## src/rtl/demux_1x2_stream.sv

```systemverilog
// -----------------------------------------------------------------------------
// demux_1x2_stream
//
// Registered 1-to-2 stream demultiplexer. A single producer stream is routed to
// one of two consumer streams by in_select (0 -> out1, 1 -> out2). Each output
// owns a 2-entry FIFO, so a stalled consumer only blocks traffic addressed to
// it. Ordering is preserved per output; nothing is guaranteed across outputs.
//
// Optional feature macro: DEMUX_STATS_EN
//   When defined, adds out1_beats/out2_beats: 16-bit saturating counts of
//   beats delivered (pop handshakes) on each output.
//
// Ports:
//   clk          rising-edge clock
//   rst_n        asynchronous active-low reset
//   in_valid     producer has a beat
//   in_ready     beat accepted when in_valid && in_ready
//   in_select    route select (sampled only on a push)
//   in_data      payload
//   out1_valid   out1 head entry valid
//   out1_ready   consumer 1 accepts head entry
//   out1_data    out1 head payload (registered)
//   out2_valid   out2 head entry valid
//   out2_ready   consumer 2 accepts head entry
//   out2_data    out2 head payload (registered)
//   out1_beats   [DEMUX_STATS_EN] beats delivered on out1
//   out2_beats   [DEMUX_STATS_EN] beats delivered on out2
// -----------------------------------------------------------------------------
module demux_1x2_stream #(
  parameter int DATA_WIDTH = 32
) (
  input  logic                  clk,
  input  logic                  rst_n,
  input  logic                  in_valid,
  output logic                  in_ready,
  input  logic                  in_select,
  input  logic [DATA_WIDTH-1:0] in_data,
  output logic                  out1_valid,
  input  logic                  out1_ready,
  output logic [DATA_WIDTH-1:0] out1_data,
  output logic                  out2_valid,
  input  logic                  out2_ready,
  output logic [DATA_WIDTH-1:0] out2_data
`ifdef DEMUX_STATS_EN
  ,
  output logic [15:0]           out1_beats,
  output logic [15:0]           out2_beats
`endif
);

  // Index 0 is the out1 FIFO, index 1 is the out2 FIFO.
  logic [DATA_WIDTH-1:0] r_mem     [2][2];
  logic                  r_rd_ptr  [2];
  logic                  r_wr_ptr  [2];
  logic [1:0]            r_count   [2];

  logic                  w_out_ready [2];
  logic                  w_push      [2];
  logic                  w_pop       [2];
  logic                  w_not_full  [2];

  assign w_out_ready[0] = out1_ready;
  assign w_out_ready[1] = out2_ready;

  always_comb begin
    for (int unsigned f = 0; f < 2; f++) begin
      w_not_full[f] = (r_count[f] < 2'd2);
    end
  end

  // in_ready looks only at the selected FIFO's occupancy. A full FIFO refuses
  // the push even if it is being popped this cycle (no pass-through), which
  // keeps in_ready free of any path from outN_ready. An unknown select falls
  // into the final branch and refuses the beat.
  always_comb begin
    in_ready = 1'b0;
    if (in_select == 1'b0) begin
      in_ready = w_not_full[0];
    end else if (in_select == 1'b1) begin
      in_ready = w_not_full[1];
    end else begin
      in_ready = 1'b0;
    end
  end

  always_comb begin
    for (int unsigned f = 0; f < 2; f++) begin
      w_push[f] = 1'b0;
      w_pop[f]  = 1'b0;
      w_push[f] = in_valid && in_ready && (in_select == (f != 0));
      w_pop[f]  = (r_count[f] != 2'd0) && w_out_ready[f];
    end
  end

  always_ff @(posedge clk or negedge rst_n) begin
    if (!rst_n) begin
      for (int unsigned f = 0; f < 2; f++) begin
        r_rd_ptr[f] <= 1'b0;
        r_wr_ptr[f] <= 1'b0;
        r_count[f]  <= 2'd0;
        for (int unsigned e = 0; e < 2; e++) begin
          r_mem[f][e] <= '0;
        end
      end
    end else begin
      for (int unsigned f = 0; f < 2; f++) begin
        if (w_push[f]) begin
          r_mem[f][r_wr_ptr[f]] <= in_data;
          r_wr_ptr[f]           <= r_wr_ptr[f] + 1'b1;
        end
        if (w_pop[f]) begin
          r_rd_ptr[f] <= r_rd_ptr[f] + 1'b1;
        end
        // Push and pop together leave the count unchanged.
        case ({w_push[f], w_pop[f]})
          2'b10:   r_count[f] <= r_count[f] + 2'd1;
          2'b01:   r_count[f] <= r_count[f] - 2'd1;
          default: r_count[f] <= r_count[f];
        endcase
      end
    end
  end

  assign out1_valid = (r_count[0] != 2'd0);
  assign out2_valid = (r_count[1] != 2'd0);
  assign out1_data  = r_mem[0][r_rd_ptr[0]];
  assign out2_data  = r_mem[1][r_rd_ptr[1]];

`ifdef DEMUX_STATS_EN
  logic [15:0] r_beats [2];

  always_ff @(posedge clk or negedge rst_n) begin
    if (!rst_n) begin
      for (int unsigned f = 0; f < 2; f++) begin
        r_beats[f] <= '0;
      end
    end else begin
      for (int unsigned f = 0; f < 2; f++) begin
        if (w_pop[f] && (r_beats[f] != '1)) begin
          r_beats[f] <= r_beats[f] + 16'd1;
        end
      end
    end
  end

  assign out1_beats = r_beats[0];
  assign out2_beats = r_beats[1];
`endif

  // A beat offered with an unknown route cannot be steered anywhere.
  a_select_known: assert property (@(posedge clk) disable iff (!rst_n)
    in_valid |-> !$isunknown(in_select));

endmodule

```

## config.mk

```make
export PLATFORM = sky130hd
export DESIGN_NAME = demux_1x2_stream
export DESIGN_NICKNAME = d
export VERILOG_FILES = /design/src/rtl/demux_1x2_stream.sv
export SDC_FILE = /design/constraint.sdc
export NUM_CORES = 1
export LEC_CHECK = 0
export ABC_CLOCK_PERIOD_IN_PS = 2500
export BUFFER_PORTS_ARGS = -buffer_cell sky130_fd_sc_hd__buf_2
export CAP_MARGIN = 30
export CORE_MARGIN = 2
export CORE_UTILIZATION = 50
export CTS_BUF_LIST = sky130_fd_sc_hd__clkbuf_16
export CTS_CLUSTER_DIAMETER = 200
export CTS_CLUSTER_SIZE = 10
export DETAILED_ROUTE_END_ITERATION = 6
export PLACE_DENSITY_LB_ADDON = 0.15
export SKIP_LAST_GASP = 1
export SLEW_MARGIN = 20
export SYNTH_ARGS = -nofsm -noshare
export SYNTH_HDL_FRONTEND = slang
export SYNTH_SLANG_ARGS = --single-unit
```

## constraint.sdc

```tcl
create_clock -name clk -period 2.5 [get_ports clk]
set_clock_uncertainty 0.2 [all_clocks]
set_input_delay 0.25 -clock clk [delete_from_list [all_inputs] [get_ports clk]]
set_output_delay 0.25 -clock clk [all_outputs]
set_load 0.03 [all_outputs]
```

# == Yosys cells after proc, flatten, opt, wreduce, memory -nomap -nowiden ==
# Cells that the tools add are included.
# classes
n_addsub,8
order_cmp,8
eq_ne,4
n_mux,15
bitwise_logic,5
reduce_logical,11
# op_table
op,count
$mux W32,8
$bwmux W64,2
$demux W32 S1,2
$ge A2 B2 Y1 const B,4
$not A1 Y2,4
$pmux W2 S2,2
$reduce_bool A2 Y1,4
$logic_and A1 B1 Y1,7
$add A1 B1 Y1 const B,4
$add A2 B1 Y2 const B,2
$eq A2 B1 Y1 const B,2
$eq A2 B2 Y1 const B,2
$lt A2 B1 Y1 const B,2
$lt A2 B2 Y1 const B,2
$sub A2 B1 Y2 const B,2
$mux W1,1
$not A1 Y1,1
# word_totals
ff_bits,136
in_bits,38
out_inout_bits,67
word_cells,61

# == Longest topological paths before layout ==
# Gate-level depths: netlist of run 1.
# logic_depth
ltp_word,6
ltp_mapped,6
mapped_depth_nobuf,6

# == Least setup slack after synthesis of run 1 ==
# No wires, ideal clock.
# synth_timing
kind,register to register
startpoint,register r_count[3] (netlist name)
endpoint,register r_mem[100] (netlist name)
setup_time_ps,125
t_arrival_ps,1512
t_required_ps,2175
slack_ps,663
path_stages_with_launch,6
n_path_buf,2
synth_period_minus_slack_ps,1837
cell_sequence,dfrtp_1 -> or3b_1 -> buf_6 -> nor2_8 -> buf_12 -> mux2_4
# synth_between
elab_chain_len,4
# synth_lines
element,line,text
from (decl),55,logic [1:0] r_count [2];
"from (signal, indexed assignment)",116,2'b10: r_count[f] <= r_count[f] + 2'd1;
"from (signal, indexed assignment)",117,2'b01: r_count[f] <= r_count[f] - 2'd1;
"from (signal, indexed assignment)",118,default: r_count[f] <= r_count[f];
$lt A2 B2 Y1,67,w_not_full[f] = (r_count[f] < 2'd2);
$mux W1,77,if (in_select == 1'b0) begin
$logic_and A1 B1 Y1 (2 in series),90,w_push[f] = in_valid && in_ready && (in_select == (f != 0));
"to (signal, indexed assignment)",108,r_mem[f][r_wr_ptr[f]] <= in_data;
to (decl),52,logic [DATA_WIDTH-1:0] r_mem [2][2];
# No other way between the ends.
# A chain may end at the register's enable or synchronous reset.

# == Worst setup path in the final report of run 1 ==
# layout_timing
startpoint,register r_count[3] (netlist name)
endpoint,register r_mem[102] (netlist name)
# The elaborated chain is that of the path after synthesis.

==> results of run 1 <==
## state kept, by name, summed over array words and instances, names as in the netlist
register and cells:
r_count 4, r_rd_ptr 2, r_wr_ptr 2, r_mem 128
## Yosys cell counts (all sizes together)
| master | n |
|---|---|
| mux2 | 192 |
| dfrtp | 136 |
| buf | 15 |
| clkbuf | 6 |
| xnor2 | 6 |
| nor2 | 5 |
| xor2 | 4 |
| and2 | 2 |
| ha | 2 |
| or2 | 2 |
| inv | 1 |
| mux2i | 1 |
| nand3b | 1 |
| nand4b | 1 |
| or3b | 1 |
## cells by family after synthesis
| logic type | count (synthesis) | share of synthesized area, % |
|---|---|---|
| adders and majority gates | 2 | 0.403 |
| DFF | 136 | 54.8 |
| muxes | 193 | 38.6 |
| xor gates and xnor gates | 10 | 1.41 |
| and+or+nand+nor | 12 | 1.67 |
| buffers and inverters | 22 | 3.18 |
## power by group through the flow
| stage | logic [W] | clock network, W | registers [W] |
|---|---|---|---|
| 2_1_floorplan | 0.00459 | 0 | 0.00374 |
| 3_3_place_gp | 0.00574 | 0 | 0.00389 |
| 3_5_place_dp | 0.00583 | 0 | 0.00396 |
| 6_report | 0.00584 | 0.00242 | 0.00396 |
| 4_1_cts | 0.00590 | 0.00245 | 0.00395 |
| 5_1_grt | 0.00617 | 0.00256 | 0.00410 |
## tightest hold or removal path, delay by kind of cell
kind / cells / cell delay (ns)
xor+xnor: 1 / 0.09
buf+inv: 1 / 0.12
simple gates: 1 / 0.20
## final timing paths
path,cells after the start,end,slack (ns)
max,4,r_mem[102],0.29
min,3,r_wr_ptr[0],0.09
min reg2reg,1,r_mem[51],0.28
min in group asynchronous,2,r_mem[52],0.16
max in group asynchronous,3,r_rd_ptr[1],1.31
max reg2reg,4,r_mem[102],0.29
## layer usage
| metal | wire [um] | vias to the layer above |
|---|---|---|
| met3 | 512 | 14 |
| met1 | 5920 | 1830 |
| li1 | - | 1645 |
| met5 | 0 | - |
| met2 | 6030 | 79 |
| met4 | 179 | 0 |
## through the flow
stage          hold slack, ns  setup WS, ns  total power (W)  cells
2_1_floorplan          -0.246         0.663          0.00833    375
3_3_place_gp           0.0414         0.318          0.00963    641
3_5_place_dp           0.0406         0.289          0.00979    641
4_1_cts                0.0774         0.267           0.0123    707
5_1_grt                 0.112         0.215           0.0128    707
6_report               0.0949         0.288           0.0122    707
## layout by cell type (no fill, tap or decap), drive strengths merged
master,n
nand3b,1
dfrtp,136
bufinv,3
clkbuf,17
mux2i,1
inv,5
and2,2
nand4b,1
mux2,192
ha,2
clkinvlp,2
or2,2
clkinv,5
nor2,5
or3b,1
xor2,4
dlygate4sd3,35
xnor2,6
buf,119
## cell type report
type / count / area [um2]
sequential: 136 / 3410
clock buffer: 17 / 425
timing repair buffer: 154 / 1080
tap: 168 / 210
inverter: 1 / 3.75
fill: 902 / 4180
multi-input combinational: 217 / 2620
clock inverter: 14 / 144
==> run metrics, run 1 <==
worst path cell trace=or3b_1, nor2_8, buf_4, mux2_4; H-tree levels=4; Fmax=0.452 GHz; GRT busiest layer=met2; Final Util=about two thirds; crit path from=r_count[3]; Die Y=between 100 and 150 um; n_diodes=0; min-delay worst type=in -> reg; Critical R2R Launch=r_count[3]; WP buf/inv=1; Synth area leader=dfrtp_1; # DRC=0; Post-CTS Setup Inserts=0; top post-synthesis cells by area=dfrtp_1, mux2_2, mux2_4; max-slew violations=0; CP max-delay cell=or3b_1; Tot GR Track Use=20.5%; Die ar.=~0.013 mm2; Initial Util=just over 50%; Die X=115 um; vias=roughly 3,600; VDD IR max=0.767 mV; Post-CTS Hold Buffers=35; io pins=between 100 and 150; YS warnings=0; met2 Use GR=32.1%; Cell Pwr Density=about 1500 mW/mm2; Yosys top cell area share=54.8%; Mapped Cells=375; drt wl/cell=17.9 um; switching share of total power=a little under two fifths; period utilization=about nine tenths; clock network power share=between 15 and 20%; Crit Path Category=reg -> reg; crit-path max FO=14; register area share after synthesis=between 50% and 60%; Worst EP arrival=between 2 and 2.5 ns; CP max stage delay=~0.58 ns; NetSw=~0.0046 W; synth unique cells=21; post-layout net count=567; CTS tree=built; clk buf depth=2; Internal=around 0.0076 W; status=finished, final reports clean; Worst-path clk slew=0.06 ns; Total Neg Setup Slack=0 ns; Setup crit end kind=register; clk_lat worst skew=approximately 0.41 ns; cell area after layout=~0.0079 mm2; syn avg cell area=around 17 um2; Yosys reg bits=136; DRT Pass-1 Iters=4; met1 usage=27.8%; initial antenna violation count=0; CTS Sinks=between 100 and 150; GR Util met3=around 5.5%; first-pass GRT wire length=between 20,000 and 25,000 um; HP Start=in_valid; grt total ovfl=0; largest net degree at the start of global routing=54; syn_nets=415; vias per cell=slightly above 5; Detailed Route WL=between 10,000 and 15,000 um; Starting DRT DRC Count=120; delay-heaviest family, CP=simple AND/OR/NAND/NOR gates; Post-Syn Area=between 0.006 and 0.007 mm2; Num CTS Buffers=17; GPL Wtd Cong=roughly 0.71; Routed Antenna Nets=0; post-DP HPWL=between 8000 and 9000 um; area grow syn2layout=26.9%; port bufs=around 100; crit start category=register; final setup vio count=0; Lkg Pwr=~3.7 nW; root buf cell=clkbuf_16; min cycle time layout=between 2 and 2.5 ns; Reg power frac=32.4%; Rows=40; Area after DPL=between 0.006 and 0.007 mm2; Fin. Hold Viols=0; slew of the pin with the lowest slew margin=roughly 0.5 ns; RSZ-0062 raised after global routing=no; layout cells sized above 1=a little over three fifths; Worst EP required=2.60 ns; post_cts resized=0; Comb pwr share=47.8%; core area=between 0.01 and 0.015 mm2; relative slew slack=~67%; vias in the first global route=between 3,000 and 4,000; number of max-cap violations=0
Power figures use the tool's default switching activity.
==> run 2, diff against run 1 <==
- ABC_CLOCK_PERIOD_IN_PS: 2500 -> 2800
- clock period: 2.5 -> 2.8 ns (I/O delays scaled with it)
==> run 2 against run 1 <==
Net effect: sequential cell count unchanged; sequential share of layout area decreased by 0.16 points; wire length decreased by 3.9%; utilization increased by 0.25 points; first-iteration DRC count increased by 17%; critical path type is now reg -> out; critical endpoint is now out1_data[24]; largest power group unchanged; highest routed layer unchanged.
==> run metrics, run 2 (synthesized netlist as in run 1, its figures left out) <==
# DRC=0 (unchanged); layout cells sized above 1=62.8% (was 62.5%); io pins=105 (unchanged); clock network power share=22.8% (was 19.8%); Reg2Reg Capture Point=r_mem[96] (was r_mem[102]); relative slew slack=44.4% (was 66.6%); HP Start=in_valid (unchanged); vias per cell=5.03 (was 5.05); max-slew violations=0 (unchanged); CTS tree=built (unchanged); final hold slack=0.108 ns (was 0.0949 ns); Setup crit end kind=primary output (was register); Reg power frac=32.6% (was 32.4%); root buf cell=clkbuf_16 (unchanged); Tot GR Track Use=19.6% (was 20.5%); Worst-path clk slew=0.06 ns (about the same); VDD IR max=0.776 mV (was 0.767 mV); Critical R2R Launch=r_count[3] (unchanged); Detailed Route WL=12,100 um (was 12,600 um); CP max-delay cell=dfrtp_2 (was or3b_1); NetSw=0.00409 W (was 0.00462 W); Fmax=0.409 GHz; Cell Count, Final, Fillers Out=703 (was 707); Routed Antenna Nets=0 (unchanged); slew of the pin with the lowest slew margin=0.835 ns (was 0.502 ns); GPL Wtd Cong=0.694 (was 0.707); Die Y=115 um (unchanged); core area=0.0121 mm2 (unchanged); worst path cell trace=mux2_2, buf_2 (was or3b_1, nor2_8, buf_4, mux2_4); Fin. Hold Viols=0 (unchanged); initial antenna violation count=0 (unchanged); WP buf/inv=1 (unchanged); vias=3,535 (was 3,568); max reg flops=128 (unchanged); Die X=115 um (unchanged); clk_lat worst skew=0.42 ns (was 0.41 ns); Reg with most FFs=r_mem (unchanged); Fill cells=884 (was 902); min cycle time layout=about 2.4 ns; first-pass GRT wire length=19,800 um (was 20,500 um); drt wl/cell=17.3 um (was 17.9 um); biggest regs=r_mem (128), r_count (4) (unchanged); commonest non-fill, non-tap cell in the layout=dfrtp_1 (unchanged); CTS Sinks=136 (unchanged); Cell Pwr Density=1410 mW/mm2 (was 1550 mW/mm2); post-layout net count=563 (was 567); number of max-cap violations=0 (unchanged); DRT Pass-1 Iters=4 (unchanged); crit start category=register (unchanged); vias in the first global route=3,861 (was 3,828); leading cell types in the layout, fill and taps excluded=dfrtp_1, mux2_2, buf_2 (unchanged); Final Util=65.6% (was 65.4%); final setup vio count=0 (unchanged); clk buf depth=2 (unchanged); CP max stage delay=0.91 ns (was 0.58 ns); Starting DRT DRC Count=140 (was 120); H-tree levels=4 (unchanged); Rows=40 (unchanged); Num CTS Buffers=17 (unchanged); setup slack, reg-to-reg=0.68 ns (was 0.29 ns); delay-heaviest family, CP=flip-flops (was simple AND/OR/NAND/NOR gates); hold endpoint=r_wr_ptr[0] (unchanged); Worst EP arrival=1.96 ns (was 2.31 ns); grt total ovfl=0 (unchanged); post-DP HPWL=7850 um (was 8310 um); period utilization=87.3%; critical path depth=2 (was 4); port bufs=104 (unchanged); crit-path max FO=33 (was 14); Total Neg Setup Slack=0 ns (unchanged); RSZ-0062 raised after global routing=no (unchanged); switching share of total power=36.6% (was 37.9%); largest net degree at the start of global routing=88 (was 54); Comb pwr share=44.6% (was 47.8%); Die ar.=0.0133 mm2 (unchanged); Lkg Pwr=3.65 nW (was 3.66 nW); status=finished, final reports clean (unchanged); Min-Delay Path Depth=3 (unchanged); Initial Util=51.5% (unchanged); Cells after DPL=637 (was 641); Crit Path Category=reg -> out (was reg -> reg); Worst EP required=2.32 ns (was 2.60 ns); area grow syn2layout=27.4% (was 26.9%); n_diodes=0 (unchanged); Internal=0.00710 W (was 0.00759 W); r2r worst-path depth=4 (unchanged); min-delay worst type=in -> reg (unchanged)
run 2: changes by cell type in the layout (fill, tap and decap cells not counted), sizes merged:
| cell | previous run | this run |
|---|---|---|
| clkinvlp | 2 | 3 |
| inv | 5 | 1 |
| bufinv | 3 | 7 |
| buf | 119 | 115 |
| clkinv | 5 | 4 |
run 2: area by class of cell:
| type | count | area (um2) | share of cell area [%] |
|---|---|---|---|
| sequential | 136 | 3410 | 43.0 |
| clock buffer | 17 | 425 | 5.37 |
| timing repair buffer | 150 | 997 | 12.6 |
| tap | 168 | 210 | 2.66 |
| multi-input combinational | 217 | 2620 | 33.1 |
| clock inverter | 14 | 254 | 3.21 |
| inverter | 1 | 3.75 | 0.0474 |
run 2: power groups by stage:
| stage | Combinational, W | Sequential (W) | Clock (W) |
|---|---|---|---|
| after global placement | 0.00494 | 0.00360 | 0 |
| after CTS | 0.00506 | 0.00365 | 0.00260 |
| after floorplan | 0.00409 | 0.00334 | 0 |
| after detailed placement | 0.00499 | 0.00366 | 0 |
| final | 0.00500 | 0.00365 | 0.00255 |
| after global routing | 0.00531 | 0.00378 | 0.00269 |
run 2: repair_timing:
action,4_1_cts,5_1_grt
hold endpoints to repair,216,0
setup buffers,0,0
resized for setup,0,0
hold buffers,35,0
run 2: layer usage:
metal	GRT usage [%]	share of wire, %
met2	31.9	49
met4	6.18	1.6
met3	6.12	4.3
met1	25.1	45
met5	0	0
run 2: worst max-delay path by stage:
stage,from,end,slack [ns]
after CTS,r_rd_ptr[1],out1_data[24],0.32
after global routing,r_rd_ptr[1],out1_data[22],0.29
after global placement,r_count[3],r_mem[96],0.72
after detailed placement,r_count[3],r_mem[96],0.68
after floorplan,r_count[3],r_mem[100],0.96
final,r_rd_ptr[1],out1_data[24],0.36
run 2: tightest hold or removal path: cells and delay by family:
family	cells	cell delay [ns]
xor gates and xnor gates	1	0.09
buffers and inverters	1	0.11
and+or+nand+nor	1	0.20
run 2: through the flow:
stage	instance area (um2)	power, W	setup slack [ns]
global route	7920	0.0118	0.288
floorplan	6210	0.00744	0.963
global placement	6890	0.00853	0.722
finish	7920	0.0112	0.356
detailed placement	6890	0.00865	0.676
CTS	7920	0.0113	0.321
